--- src/rtl/packet_arbiter.sv ---
// packet_arbiter: shares one toggle req/ack flit channel between N requesters.
// Arbitration is round-robin per packet. Once an input is granted it owns the
// channel for exactly FLITS flits, so flits of different packets never mix.
// Every forwarded flit is checked against the head/body framing rule, and any
// violation sets a sticky error flag.
module packet_arbiter #(
  parameter int N     = 4,
  parameter int SIZE  = 8,
  parameter int FLITS = 8
) (
  input  logic              clk,
  input  logic              reset,
  input  logic [N-1:0]      in_req,
  output logic [N-1:0]      in_ack,
  input  logic [N*SIZE-1:0] in_data,
  output logic              out_req,
  input  logic              out_ack,
  output logic [SIZE-1:0]   out_data,
  output logic [N-1:0]      grant,
  output logic              err
);

  localparam int PW = (N > 1) ? $clog2(N) : 1;
  localparam logic [PW:0]  NW   = (PW+1)'(N);
  localparam logic [PW-1:0] LAST_IDX  = PW'(N - 1);
  localparam logic [7:0]   LAST_FLIT = 8'(FLITS - 1);

  typedef enum logic [1:0] {IDLE, SEND, HOLD} state_t;

  state_t            r_state;
  logic [PW-1:0]     r_ptr;
  logic [PW-1:0]     r_sel;
  logic [7:0]        r_count;
  logic [N-1:0]      r_in_ack;
  logic [N-1:0]      r_grant;
  logic              r_out_req;
  logic [SIZE-1:0]   r_out_data;
  logic              r_err;

  logic [N-1:0]      w_pend;
  logic              w_any;
  logic [PW-1:0]     w_pick;
  logic [SIZE-1:0]   w_flit [N];
  logic [SIZE-1:0]   w_pick_data;
  logic [SIZE-1:0]   w_sel_data;

  // A flit at position 0 must carry the head marker; all later flits must not.
  function automatic logic framing_bad(input logic [SIZE-1:0] flit, input logic [7:0] cnt);
    if (cnt == 8'd0) return ~flit[SIZE-1];
    else             return flit[SIZE-1];
  endfunction

  function automatic logic [N-1:0] onehot(input logic [PW-1:0] idx);
    logic [N-1:0] v;
    v      = '0;
    v[idx] = 1'b1;
    return v;
  endfunction

  function automatic logic [PW-1:0] next_ptr(input logic [PW-1:0] idx);
    if (idx == LAST_IDX) return '0;
    else                 return idx + 1'b1;
  endfunction

  // Pending uses the registered ack, so a flit acked this edge is never re-sent.
  assign w_pend = in_req ^ r_in_ack;

  genvar gi;
  generate
    for (gi = 0; gi < N; gi++) begin : g_unpack
      assign w_flit[gi] = in_data[gi*SIZE +: SIZE];
    end
  endgenerate

  // Round-robin pick: lowest pending index at or after the pointer, wrapping.
  always_comb begin
    w_any  = 1'b0;
    w_pick = '0;
    for (int k = N - 1; k >= 0; k--) begin
      logic [PW:0] s;
      s = {1'b0, r_ptr} + (PW+1)'(k);
      if (s >= NW) s = s - NW;
      if (w_pend[s[PW-1:0]]) begin
        w_any  = 1'b1;
        w_pick = s[PW-1:0];
      end
    end
  end

  assign w_pick_data = w_flit[w_pick];
  assign w_sel_data  = w_flit[r_sel];

  // Packet FSM: arbitrate in IDLE, wait for sink ack in SEND, wait for the owner's next flit in HOLD.
  always_ff @(posedge clk or negedge reset) begin
    if (!reset) begin
      r_state    <= IDLE;
      r_ptr      <= '0;
      r_sel      <= '0;
      r_count    <= '0;
      r_in_ack   <= '0;
      r_grant    <= '0;
      r_out_req  <= 1'b0;
      r_out_data <= '0;
      r_err      <= 1'b0;
    end else begin
      case (r_state)
        IDLE: begin
          if (w_any) begin
            r_sel      <= w_pick;
            r_grant    <= onehot(w_pick);
            r_out_data <= w_pick_data;
            r_out_req  <= ~r_out_req;
            if (framing_bad(w_pick_data, r_count)) r_err <= 1'b1;
            r_state    <= SEND;
          end
        end
        SEND: begin
          if (out_ack == r_out_req) begin
            r_in_ack[r_sel] <= ~r_in_ack[r_sel];
            if (r_count == LAST_FLIT) begin
              r_count <= '0;
              r_ptr   <= next_ptr(r_sel);
              r_grant <= '0;
              r_state <= IDLE;
            end else begin
              r_count <= r_count + 8'd1;
              r_state <= HOLD;
            end
          end
        end
        HOLD: begin
          // Only the owner is served until its packet completes.
          if (w_pend[r_sel]) begin
            r_out_data <= w_sel_data;
            r_out_req  <= ~r_out_req;
            if (framing_bad(w_sel_data, r_count)) r_err <= 1'b1;
            r_state    <= SEND;
          end
        end
        default: r_state <= IDLE;
      endcase
    end
  end

  assign in_ack   = r_in_ack;
  assign out_req  = r_out_req;
  assign out_data = r_out_data;
  assign grant    = r_grant;
  assign err      = r_err;

endmodule
--- config.mk ---
export PLATFORM = sky130hd
export DESIGN_NAME = packet_arbiter
export DESIGN_NICKNAME = d
export VERILOG_FILES = /design/src/rtl/packet_arbiter.sv
export SDC_FILE = /design/constraint.sdc
export NUM_CORES = 1
export LEC_CHECK = 0
export ABC_AREA = 1
export BUFFER_PORTS_ARGS = -buffer_cell sky130_fd_sc_hd__buf_2
export CORE_MARGIN = 1.5
export CORE_UTILIZATION = 55
export DETAILED_ROUTE_END_ITERATION = 7
export GPL_ROUTABILITY_DRIVEN = 0
export PLACE_DENSITY = 0.82
export SLEW_MARGIN = 25
export SYNTH_ARGS = -nofsm -noshare
export SYNTH_HDL_FRONTEND = slang
export SYNTH_SLANG_ARGS = --single-unit
--- constraint.sdc ---
create_clock -name clk -period 4.5 [get_ports clk]
set_input_delay 0 -clock clk [delete_from_list [all_inputs] [get_ports clk]]
set_output_delay 0 -clock clk [all_outputs]
set_load 0.01 [all_outputs]
==> Word level (Yosys, flattened, before mapping) <==
Cells that the tools add are included.
{ "classes": {"add_sub_neg": 9, "multipliers": 0, "n_div": 0, "order_cmp": 14, "n_eq_ne": 11, "shifts": 0, "mux": 63, "n_bitwise": 7, "n_reduce_logical": 13} }
{ "op_table": {"columns": ["cell", "n"], "rows": [
  ["$mux 8", 7],
  ["$bmux 8 s2", 2],
  ["$mux 2", 13],
  ["$mux 1", 24],
  ["$lt 2x3->1 const B", 6],
  ["$pmux 8 s2", 1],
  ["$ge 3x3->1 const B", 5],
  ["$bmux 1 s2", 6],
  ["$mux 4", 3],
  ["$ne 2x2->1 const B", 6],
  ["$reduce_and 3->1", 3],
  ["$add 8x1->8 const B", 1],
  ["$eq 8x3->1 const B", 1],
  ["$logic_not 8->1", 1],
  ["$pmux 4 s2", 1],
  ["$sub 2x1->2 const B", 4],
  ["$add 2x2->3 const B", 2],
  ["$not 2->3", 2],
  ["$pmux 2 s3", 1],
  ["$reduce_and 5->1", 1],
  ["$bwmux 4", 1],
  ["$demux 1 s2", 2],
  ["$eq 2x2->1 const B", 2],
  ["$ge 2x1->1 const B", 2],
  ["other kinds (13)", 20]
]} }
{ "totals": {"ff_bits": 32, "latchBits": 0, "ram_bits": 0, "mem_bits_ro": 0, "in_bits": 39, "output_inout_bits": 18, "elab_cells": 126, "mem_count": 0} }

==> Longest topological paths before layout <==
Gate-level depths: netlist of run 1.
{ "logic_depth": {"depth_word": 20, "ltp_mapped": 19, "ltp_nobuf": 19} }

==> Worst setup path after synthesis of run 1 <==
OpenSTA, ideal clock, no wires.
{ "synth_path": {"kind": "reg2reg", "from": "register r_ptr[0]", "to": "register r_err (netlist: err)", "arrival_ns": 1.683, "t_required_ns": 4.384, "setup_slack_ns": 2.701, "path_stages_with_launch": 19, "n_path_buf": 2, "synth_period_minus_slack_ns": 1.799, "cell_sequence": "dfrtp_1 -> buf_6 -> inv_2 -> buf_6 -> nand3_1 -> o21ai_1 -> nand2_1 -> nand2_1 -> inv_1 -> nand2_1 -> nand2_2 -> nand2_4 -> nand2_1 -> nand2_1 -> nand2_1 -> nand3_1 -> nand3_1 -> nand2_1 -> nand2_1"} }
{ "synth_between": {"elab_chain_cells": 19, "word_cells_on_any_way": 42} }
{ "synth_rtl": {"columns": ["item", "line_no", "source"], "rows": [
  ["from (decl)", "31", "logic [PW-1:0] r_ptr;"],
  ["from (signal assigned)", "122", "r_ptr <= next_ptr(r_sel);"],
  ["$add 2x2->3", "81", "s = {1'b0, r_ptr} + (PW+1)'(k);"],
  ["$ge 3x3->1 or $sub 2x1->2 (tied branches)", "82", "if (s >= NW) s = s - NW;"],
  ["$mux 2", "82", null],
  ["$bmux 1 s2", "83", "if (w_pend[s[PW-1:0]]) begin"],
  ["$mux 1 (not written as such)", "83", null],
  ["$mux 2 (4 in series)", "83", null],
  ["$not 2->3 (not written as such)", "90", "assign w_pick_data = w_flit[w_pick];"],
  ["$bmux 8 s2", "90", null],
  ["$mux 8 (not written as such) (2 in series)", "90", null],
  ["$not 1->1", "49", "if (cnt == 8'd0) return ~flit[SIZE-1];"],
  ["$mux 1", "49", null],
  ["$mux 1", "108", "if (w_any) begin"],
  ["$mux 1", "106", "case (r_state)"],
  ["$ne 2x2->1 (no line)", null, null],
  ["$reduce_and 5->1 (no line) *", null, null],
  ["to (signal assigned)", "104", "r_err <= 1'b0;"],
  ["to (signal assigned)", "113", "if (framing_bad(w_pick_data, r_count)) r_err <= 1'b1;"],
  ["to (signal assigned)", "136", "if (framing_bad(w_sel_data, r_count)) r_err <= 1'b1;"],
  ["to (decl)", "38", "logic r_err;"]
]} }
Mark *: on every way between the ends. The rest lies on a longest branch, timed or not. The select of a mux whose other input is x is not followed.
A chain may end at the register's enable or synchronous reset.

==> Final worst setup path of run 1 <==
{ "layout_path": {"from": "register r_sel[0]", "to": "register r_out_data[7] (netlist: out_data[7])"} }
{ "layout_between": {"elab_chain_cells": 6, "word_cells_on_any_way": 10} }
{ "layout_rtl": {"columns": ["item", "line_no", "source"], "rows": [
  ["from (decl)", "32", "logic [PW-1:0] r_sel;"],
  ["from (signal assigned)", "109", "r_sel <= w_pick;"],
  ["$not 2->3 (not written as such)", "91", "assign w_sel_data = w_flit[r_sel];"],
  ["$bmux 8 s2", "91", null],
  ["$mux 8 (not written as such) (2 in series)", "91", null],
  ["$mux 8", "133", "if (w_pend[r_sel]) begin"],
  ["$pmux 8 s2", "106", null],
  ["to (signal assigned)", "111", "r_out_data <= w_pick_data;"],
  ["to (signal assigned)", "134", "r_out_data <= w_sel_data;"],
  ["to (decl)", "37", "logic [SIZE-1:0] r_out_data;"]
]} }
Parallel ways exist; a longest one is shown, timed or not. The select of a mux whose other input is x is not followed.

==> flow_metrics.py, run 1 <==
metrics = {
    "detailed_routing": {
        "vias": 2539,
        "first_pass_iters": 5,
        "drc": 0,
        "wirelength_um": 5924,
        "routed_via_density": 5.448,
        "drt.antenna.violating_nets": 0,
        "wire_per_inst_um": 12.71,
        "drt-initial-drc-count": 236,
    },
    "cells_and_area": {
        "drive_above_1_share": 0.1947,
        "finalNetCount": 461,
        "diodes": 0,
        "stdcell_area_um2": 2785,
        "area_growth_pct": 16.54,
    },
    "synthesis": {
        "async_reset_ff_frac": 1.000,
        "yosysWarningCount": 0,
        "synth_area_um2": 2390,
        "synthFlopType": "dfrtp_1",
        "ys_seq_area_frac": 0.3351,
        "avgSynthCellArea_um2": 6.620,
        "syn_nets": 406,
        "synth_edf_count": 0,
        "synth-seq-cells": 32,
        "synth_cell_types": 34,
        "syn-instance-count": 361,
    },
    "placement": {
        "place_ws_ps": 1768,
        "post-dp-hpwl_um": 4397,
        "port_buffers": 56,
        "dpl-instance-area_um2": 2679,
    },
    "global_route": {
        "antenna_found_initial": 0,
        "grt.overflow.total": 0,
        "grt_max_degree": 33,
        "track_usage": 0.2522,
        "grt_pass1_vias": 2083,
        "grt_pass1_wl_um": 9004,
    },
    "clock_tree": {
        "path_clk_slew_ps": 70,
        "tritoncts": "done",
        "numCtsBuffers": 5,
        "cts_sinks": 32,
        "clock_path_buffers": 2,
        "cts_max_level": 2,
        "cts-root-buf": "clkbuf_8",
        "cts_setup_buffers": 0,
        "clk_latency_ps": 280,
    },
    "setup_path": {
        "end_kind": "flop",
        "r2r-start": "r_sel[0]",
        "arrival_ps": 3060,
        "crit_required_ps": 4720,
        "critPathLaunch": "r_sel[0]",
        "cp_max_fo": 28,
        "cp-start-kind": "flop",
        "crit_type": "reg2reg",
        "ff2ff_setup_slack_ps": 1660,
    },
    "sta": {
        "drv_slew": 0,
        "finalSetupTns_ps": 0,
        "min_period_ps": 2845,
        "worstMarginPinSlew_ps": 829.3,
        "holdWs_ps": 43.78,
        "setup_violations": 0,
        "max_freq_ghz": 0.3515,
        "rsz0062_at_grt": "false",
        "skew_ps": 4.569,
        "timing.final.crit_share": 0.6321,
        "timing.slew.headroom": 0.4472,
        "hold_viol_final": 0,
        "setup_ws_ps": 1655,
    },
    "floorplan": {
        "fp.dieW_um": 68.92,
        "core_um2": 4086,
        "die_h_um": 68.92,
        "io_pins": 57,
        "initial_core_util": 0.5848,
        "die-area_um2": 4749,
        "placementRows": 23,
    },
    "hold_path": {
        "hp-start": "out_ack",
        "min_path_type": "in2reg",
    },
    "run": {
        "maxCapViolCount": 0,
    },
    "pwr": {
        "p_leak_uw": 0.001493,
        "ir_drop_v": 0.0004584,
        "power_density_nw_per_um2": 670.3,
    },
    "status": {
        "status": "finished clean",
    },
}
cells in the final DEF, fill, tap and decap left out, types with 2 or more instances in the layout:
cell type and n:
nand2_2 6, nand2_1 115, o22ai_1 4, xnor2_1 5, nand4_1 4, nand3_1 33, inv_1 40, dfrtp_1 32
clkbuf_8 7, o31ai_1 2, ha_1 6, mux2_2 3, inv_2 4, clkinv_1 2, a21oi_1 21, nor2_1 25
o21ai_1 5, buf_2 56, o21ai_0 26, nor3_1 6, xor2_1 3
repair_timing:
action,4_1_cts,5_1_grt
hold endpoints to repair,32,0
gates resized for setup,0,0
hold buffers,1,0
logic make-up after synthesis:
logic type / count (synthesis) / share of synthesized area
xor+xnor: 8 / 0.02932
mux: 3 / 0.01414
fa+ha+maj: 6 / 0.03141
compound gates: 63 / 0.1429
flops: 32 / 0.3351
simple gates: 193 / 0.3487
buf+inv: 56 / 0.09842
cells in the mapped netlist (3+ instances only):
master	count	area, um2
ha_1	6	75.07
xnor2_1	5	43.79
o22ai_1	4	25.02
inv_1	40	150.1
mux2_2	3	33.78
nand2_2	6	37.54
nand4_1	4	25.02
inv_2	4	15.01
o21ai_0	26	130.1
dfrtp_1	32	800.8
xor2_1	3	26.28
nand3_1	33	165.2
nor2_1	25	93.84
o21ai_1	5	25.02
a21oi_1	21	105.1
nor3_1	6	30.03
clkbuf_1	4	15.01
nand2_1	115	431.7
routing by layer:
| metal | wire [um] | global-route usage |
|---|---|---|
| met5 | 0 | 0 |
| met4 | 53 | 0.06863 |
| met3 | 355 | 0.04383 |
| met2 | 2728 | 0.3894 |
| met1 | 2786 | 0.3649 |
worst paths after layout:
| check | endpoint | depth (start not counted) |
|---|---|---|
| worst max-delay path | out_data[7] | 8 |
| worst min-delay path | r_state[0] | 3 |
| worst max register to register | out_data[7] | 8 |
| worst min register to register | r_count[7] | 1 |
| max in group asynchronous | r_ptr[1] | 2 |
| min in group asynchronous | grant[1] | 2 |
report_power, final:
part / leakage (uW) / switching [uW] / internal (uW)
Sequential: 0.000374 / 116 / 416
Clock: 0.0000503 / 103 / 136
Combinational: 0.00107 / 717 / 379
Total: 0.00149 / 936 / 931
worst max-delay path, stage by stage (launching register included):
cell      delay (ps)
dfrtp_1          890
clkinv_1         680
nand2_1          210
nand3_1          120
a31oi_1          230
nand2_2          270
a21oi_1          210
o21ai_0          100
nand2_1           70
sequential cells by signal, indices dropped and copies added (netlist names):
signal	flops
r_ptr	2
in_ack	4
grant	4
r_sel	2
r_state	2
err	1
out_req	1
out_data	8
r_count	8
final cells by class:
| type | count | area [um2] |
|---|---|---|
| Tap cell | 50 | 62.56 |
| Fill cell | 385 | 1301 |
| Clock buffer | 7 | 96.34 |
| Inverter | 47 | 181.4 |
| Multi-Input combinational cell | 273 | 1354 |
| Sequential cell | 32 | 800.8 |
| Timing Repair Buffer | 57 | 290.3 |
stage by stage:
stage          power, uW  utilization  std cells
2_1_floorplan       1333            -        361
3_3_place_gp        1572       0.6555        458
3_5_place_dp        1610       0.6555        458
4_1_cts             1858       0.6816        466
5_1_grt             2044       0.6816        466
6_report            1867       0.6816        466
(Power assumes the default switching activity.)
==> run 2, diff against run 1 <==
CORE_UTILIZATION = 49   (was 55)
PLACE_DENSITY = 0.77   (was 0.82)
clock period = 2.6 ns   (was 4.5 ns; I/O delays follow)
==> run 2 against run 1 <==
Fmax is 33% higher. Clock power is 100% higher. Critical endpoint is now out_data[2]. Critical path type unchanged. Global-route usage is 1.3 points lower.
==> flow_metrics.py, run 2 (synthesis gave the netlist of run 1 again) <==
metrics = {
    "status": {
        "status": "finished clean",
    },
    "setup_path": {
        "path_common_cell": "nand2_1",
        "crit_type": "reg2reg",
        "end_kind": "flop",
        "crit_path_max_incr_delay_ps": 470,
        "timing.rr.end": "out_data[2]",
        "cp_slowest_cell": "dfrtp_1",
        "ff2ff_setup_slack_ps": 460,
        "cp-start-kind": "flop",
        "critPathLaunch": "r_ptr[0]",
        "crit_required_ps": 2780,
        "cp_max_fo": 11,
        "r2r-start": "r_ptr[0]",
        "cp_cell_sequence": "inv_2 > nand3_1 > o21ai_1 > nand2_1 > nand2_1 > inv_1 > nand2_1 > nand2_2 > inv_2 > nor2_4 > a21oi_1 > nand4_1 > nand2_1 > nand2_1",
        "r2r_cells": 14,
        "arrival_ps": 2320,
        "endpoint": "out_data[2]",
    },
    "sta": {
        "setup_violations": 0,
        "rsz0062_at_grt": "false",
        "worstMarginPinSlew_ps": 725.9,
        "drv_slew": 0,
        "hold_viol_final": 0,
        "timing.slew.headroom": 0.5161,
        "skew_ps": 7.941,
        "holdWs_ps": 50.58,
        "max_freq_ghz": 0.4668,
        "finalSetupTns_ps": 0,
        "timing.final.crit_share": 0.8240,
        "min_period_ps": 2142,
    },
    "clock_tree": {
        "cts_max_level": 2,
        "path_clk_slew_ps": 80,
        "tritoncts": "done",
        "cts-root-buf": "clkbuf_8",
        "ctsHoldBuffers": 1,
        "cts_resized": 0,
        "cts_setup_buffers": 0,
        "clock_path_buffers": 2,
        "cts_sinks": 32,
        "clk_latency_ps": 290,
        "numCtsBuffers": 5,
    },
    "floorplan": {
        "placementRows": 25,
        "io_pins": 57,
        "initial_core_util": 0.5060,
        "core_um2": 4723,
        "fp.dieW_um": 72.84,
        "die_h_um": 72.84,
        "die-area_um2": 5305,
    },
    "detailed_routing": {
        "drt.antenna.violating_nets": 0,
        "wl_met3_um": 305,
        "drt-initial-drc-count": 172,
        "highest_layer": "met4",
        "routed_via_density": 5.064,
        "wl_met1_um": 2854,
        "wirelength_um": 5810,
        "first_pass_iters": 4,
        "vias": 2466,
        "wire_per_inst_um": 11.93,
        "wl_met2_um": 2608,
        "drc": 0,
    },
    "pwr": {
        "power_density_nw_per_um2": 1163,
        "ir_drop_v": 0.0006257,
        "finalPower_uw": 3308,
        "p_leak_uw": 0.001512,
    },
    "cells_and_area": {
        "finalNetCount": 464,
        "fillers": 448,
        "area_growth_pct": 19.01,
        "drive_above_1_share": 0.2024,
        "mostFrequentLayoutCell": "nand2_1",
        "final-seq-area_um2": 800.8,
        "utilization": 0.6021,
        "diodes": 0,
        "stdcell_count": 487,
        "multi_input_area_um2": 1354,
        "final_cell_mix": "115 x nand2_1, 56 x buf_2, 40 x inv_1, 33 x nand3_1, 32 x dfrtp_1",
    },
    "global_route": {
        "grt.overflow.total": 0,
        "antenna_found_initial": 0,
        "grt_pass1_wl_um": 9949,
        "grt_max_degree": 33,
        "track_usage": 0.2389,
        "grt_pass1_vias": 2276,
    },
    "placement": {
        "post-dp-hpwl_um": 4364,
        "placed_cells": 478,
        "port_buffers": 56,
    },
    "hold_path": {
        "min_path_type": "in2reg",
    },
    "run": {
        "maxCapViolCount": 0,
    },
}
-- run 2: final cells by class --
cell class	count	share of cell area
clock buffer	5	0.02420
clock inverter	3	0.01496
timing repair buffer	60	0.1100
sequential	32	0.2816
multi-input combinational	273	0.4760
inverter	47	0.06379
tap	67	0.02948
-- run 2: power breakdown --
part           switching [uW]  internal (uW)  total [uW]  leakage [uW]
registers                 172            720         892      0.000374
clock network             199            283         482     0.0000541
logic                    1260            676        1930       0.00108
total                    1630           1680        3310       0.00151
-- run 2: critical path: cells and delay by family (launching register included) --
kind                   cells  cell delay (ps)
AO/OA/AOI/OAI              2              250
buffers and inverters      3              490
flip-flops                 1              470
AND/OR/NAND/NOR            9              850
-- run 2: layer usage --
layer,vias to the layer above,GRT usage
li1,1289,-
met4,0,0.06918
met1,1101,0.3386
met5,-,0
met2,70,0.3710
met3,6,0.04696
-- run 2: through the flow --
step	setup WS, ps	cell area [um2]
after global routing	228.3	2844
after floorplan	800.6	2390
after CTS	480.1	2844
final	457.6	2844
after detailed placement	501.7	2723
after global placement	498.2	2723
-- run 2: worst min-delay path by stage --
stage | startpoint | end | depth (start not counted)
floorplan | reset | err | 0
detailed placement | reset | out_data[5] | 1
finish | in_data[30] | out_data[6] | 5
CTS | out_ack | r_state[0] | 3
global placement | reset | out_data[3] | 1
global route | out_ack | r_state[0] | 3
==> run 3, diff against run 2 <==
ABC_AREA = 0   (was 1)
CORE_UTILIZATION = 48   (was 49)
PLACE_DENSITY = 0.76   (was 0.77)
clock period = 1.7 ns   (was 2.6 ns; I/O delays follow)
==> run 3 against run 2 <==
Largest cell class unchanged. Via count shrank 18%. Worst hold slack improved by 41 ps. Cell count fell by 26%. The run now ends with negative setup slack left. Flip-flop and latch count is the same. First-iteration DRC count fell by 38%. Wire length is 2.1% lower. Largest power group unchanged. Count of clock-buffer cells in the layout is 1 higher.
==> flow_metrics.py, run 3 <==
metrics = {
    "status": {
        "status": "finished with violations",
        "violations": "negative setup slack",
    },
    "synthesis": {
        "yosysWarningCount": 0,
        "synthFlopType": "dfrtp_1",
        "synth.area.top_cells": "dfrtp_1 36%, mux4_2 9.2%, nand2_1 6.0%, xnor2_1 4.4%, mux2_2 3.6%",
        "synth_cell_types": 53,
        "synth_edf_count": 0,
        "avgSynthCellArea_um2": 10.61,
        "yosysTopAreaCellShare": 0.3630,
        "ys_seq_area_frac": 0.3630,
        "syn-instance-count": 208,
        "synth-seq-cells": 32,
        "syn_nets": 253,
        "synth_area_um2": 2206,
        "yosysTopAreaCell": "dfrtp_1",
        "yosysMostFrequentCell": "nand2_1",
        "async_reset_ff_frac": 1.000,
        "synthTopCellsByCount": "35 x nand2_1, 32 x dfrtp_1, 11 x xnor2_1, 10 x nor2_1, 9 x mux4_2",
    },
    "detailed_routing": {
        "first_pass_iters": 4,
        "drt.antenna.violating_nets": 0,
        "wirelength_um": 5688,
        "routed_via_density": 5.600,
        "wire_per_inst_um": 15.80,
        "drt-initial-drc-count": 106,
        "drc": 0,
        "vias": 2016,
    },
    "global_route": {
        "antenna_found_initial": 0,
        "grt_max_degree": 33,
        "track_usage": 0.2311,
        "grt_pass1_vias": 1938,
        "grt.busiest_layer": "met2",
        "met3_usage": 0.04843,
        "met1_usage": 0.3240,
        "grt_pass1_wl_um": 9121,
        "met2_usage": 0.3655,
        "grt.overflow.total": 0,
    },
    "floorplan": {
        "die-area_um2": 5011,
        "io_pins": 57,
        "die_h_um": 70.79,
        "core_um2": 4384,
        "initial_core_util": 0.5031,
        "fp.dieW_um": 70.79,
        "placementRows": 24,
    },
    "cells_and_area": {
        "fillers": 322,
        "mostFrequentLayoutCell": "buf_2",
        "final_cell_mix": "56 x buf_2, 39 x buf_4, 32 x nand2_1, 28 x dfrtp_1, 9 x mux4_2",
        "finalNetCount": 352,
        "diodes": 0,
        "drive_above_1_share": 0.5227,
        "area_growth_pct": 42.43,
        "stdcell_area_um2": 3142,
        "stdcell_count": 360,
    },
    "placement": {
        "post-dp-hpwl_um": 4297,
        "placed_cells": 344,
        "dpl-instance-area_um2": 2841,
        "port_buffers": 56,
    },
    "sta": {
        "setup_violations": 16,
        "timing.slew.headroom": 0.5121,
        "hold_viol_final": 0,
        "setup_ws_ps": -323.9,
        "worstMarginPinSlew_ps": 731.9,
        "skew_ps": 5.273,
        "drv_slew": 0,
        "rsz0062_at_grt": "true",
        "timing.final.crit_share": 1.191,
        "max_freq_ghz": 0.4941,
        "min_period_ps": 2024,
        "holdWs_ps": 91.93,
    },
    "setup_path": {
        "arrival_ps": 2200,
        "cp-start-kind": "flop",
        "cp_max_fo": 6,
        "crit_path_max_incr_delay_ps": 440,
        "end_kind": "flop",
        "crit_type": "reg2reg",
        "cp_cell_sequence": "xnor2_4 > nand4_1 > and2_4 > nand3_4 > buf_12 > mux2i_1 > o221ai_1 > mux2_2",
        "crit_required_ps": 1870,
        "cp_slowest_cell": "dfrtp_2",
        "r2r_cells": 8,
    },
    "run": {
        "maxCapViolCount": 0,
    },
    "clock_tree": {
        "cts_sinks": 32,
        "clock_path_buffers": 2,
        "cts_max_level": 2,
        "tritoncts": "done",
        "cts-root-buf": "clkbuf_8",
        "path_clk_slew_ps": 70,
        "numCtsBuffers": 5,
        "clk_latency_ps": 290,
    },
    "hold_path": {
        "min_path_type": "in2reg",
        "worstHoldPathCells": 3,
    },
    "pwr": {
        "power_density_nw_per_um2": 2135,
        "p_leak_uw": 0.001479,
        "ir_drop_v": 0.001608,
    },
}
==> run 3: path summary, 6_finish.rpt <==
path | start | to | slack, ps
max | in_ack[3] | out_data[4] | -320
max reg2reg | in_ack[3] | out_data[4] | -320
min in group asynchronous | reset | in_ack[2] | 310
max in group asynchronous | reset | in_ack[3] | 880
min | in_data[21] | out_data[5] | 90
min reg2reg | out_data[5] | out_data[5] | 490
==> run 3: critical path: cells and delay by family, from the launching register on <==
kind	cells	cell delay, ps
flip-flops	1	440
multiplexers	2	490
AND/OR/NAND/NOR	3	490
AO/OA/AOI/OAI	1	120
XOR/XNOR	1	240
buffers and inverters	1	140
==> run 3: kinds of logic (layout without fill, tap and decap cells) <==
family / Yosys count / after routing / share of synthesized area
adders and majority gates: 6 / 6 / 0.03403
AOI/OAI and AO/OA: 49 / 49 / 0.1713
DFF: 32 / 32 / 0.3630
buffers and inverters: 14 / 114 / 0.03063
and+or+nand+nor: 68 / 68 / 0.1611
muxes: 24 / 24 / 0.1736
xor gates and xnor gates: 15 / 15 / 0.06637
==> run 3: timing repair <==
action                     in CTS  in global routing
pin swaps                       4                 12
hold endpoints to repair       32                  0
buffers inserted                4                  4
setup endpoints to repair      17                 21
hold buffers                    1                  0
resized for setup              10                 18
==> run 3: cell type report <==
class | count | area (um2) | share of cell area
clock buffer | 6 | 72.57 | 0.02310
clock inverter | 2 | 35.03 | 0.01115
inverter | 6 | 22.52 | 0.007168
multi-input combinational | 162 | 1495 | 0.4759
sequential | 32 | 805.8 | 0.2565
tap | 52 | 65.06 | 0.02071
timing repair buffer | 100 | 645.6 | 0.2055
==> run 3: report_power, final <==
| group | leakage (uW) | internal, uW | switching (uW) | total (uW) |
|---|---|---|---|---|
| clock network | 0.0000552 | 435 | 287 | 722 |
| logic | 0.00103 | 2360 | 2190 | 4560 |
| registers | 0.000392 | 1110 | 324 | 1430 |
| total | 0.00148 | 3900 | 2810 | 6710 |
==> run 3: per-stage QoR <==
step	power [uW]	TNS (ps)	setup slack (ps)	utilization
floorplan	3992	-1328	-247.1	-
global placement	5270	-2176	-223.9	0.6481
detailed placement	5370	-2810	-312.8	0.6481
CTS	6391	-2274	-246.1	0.6926
global route	7151	-4095	-411.0	0.7166
finish	6708	-2814	-323.9	0.7166
==> run 3: routing by layer <==
metal,up-vias,share of wire
met5,-,0
met1,971,0.45
met4,0,0.010
li1,977,-
met3,7,0.052
met2,61,0.49
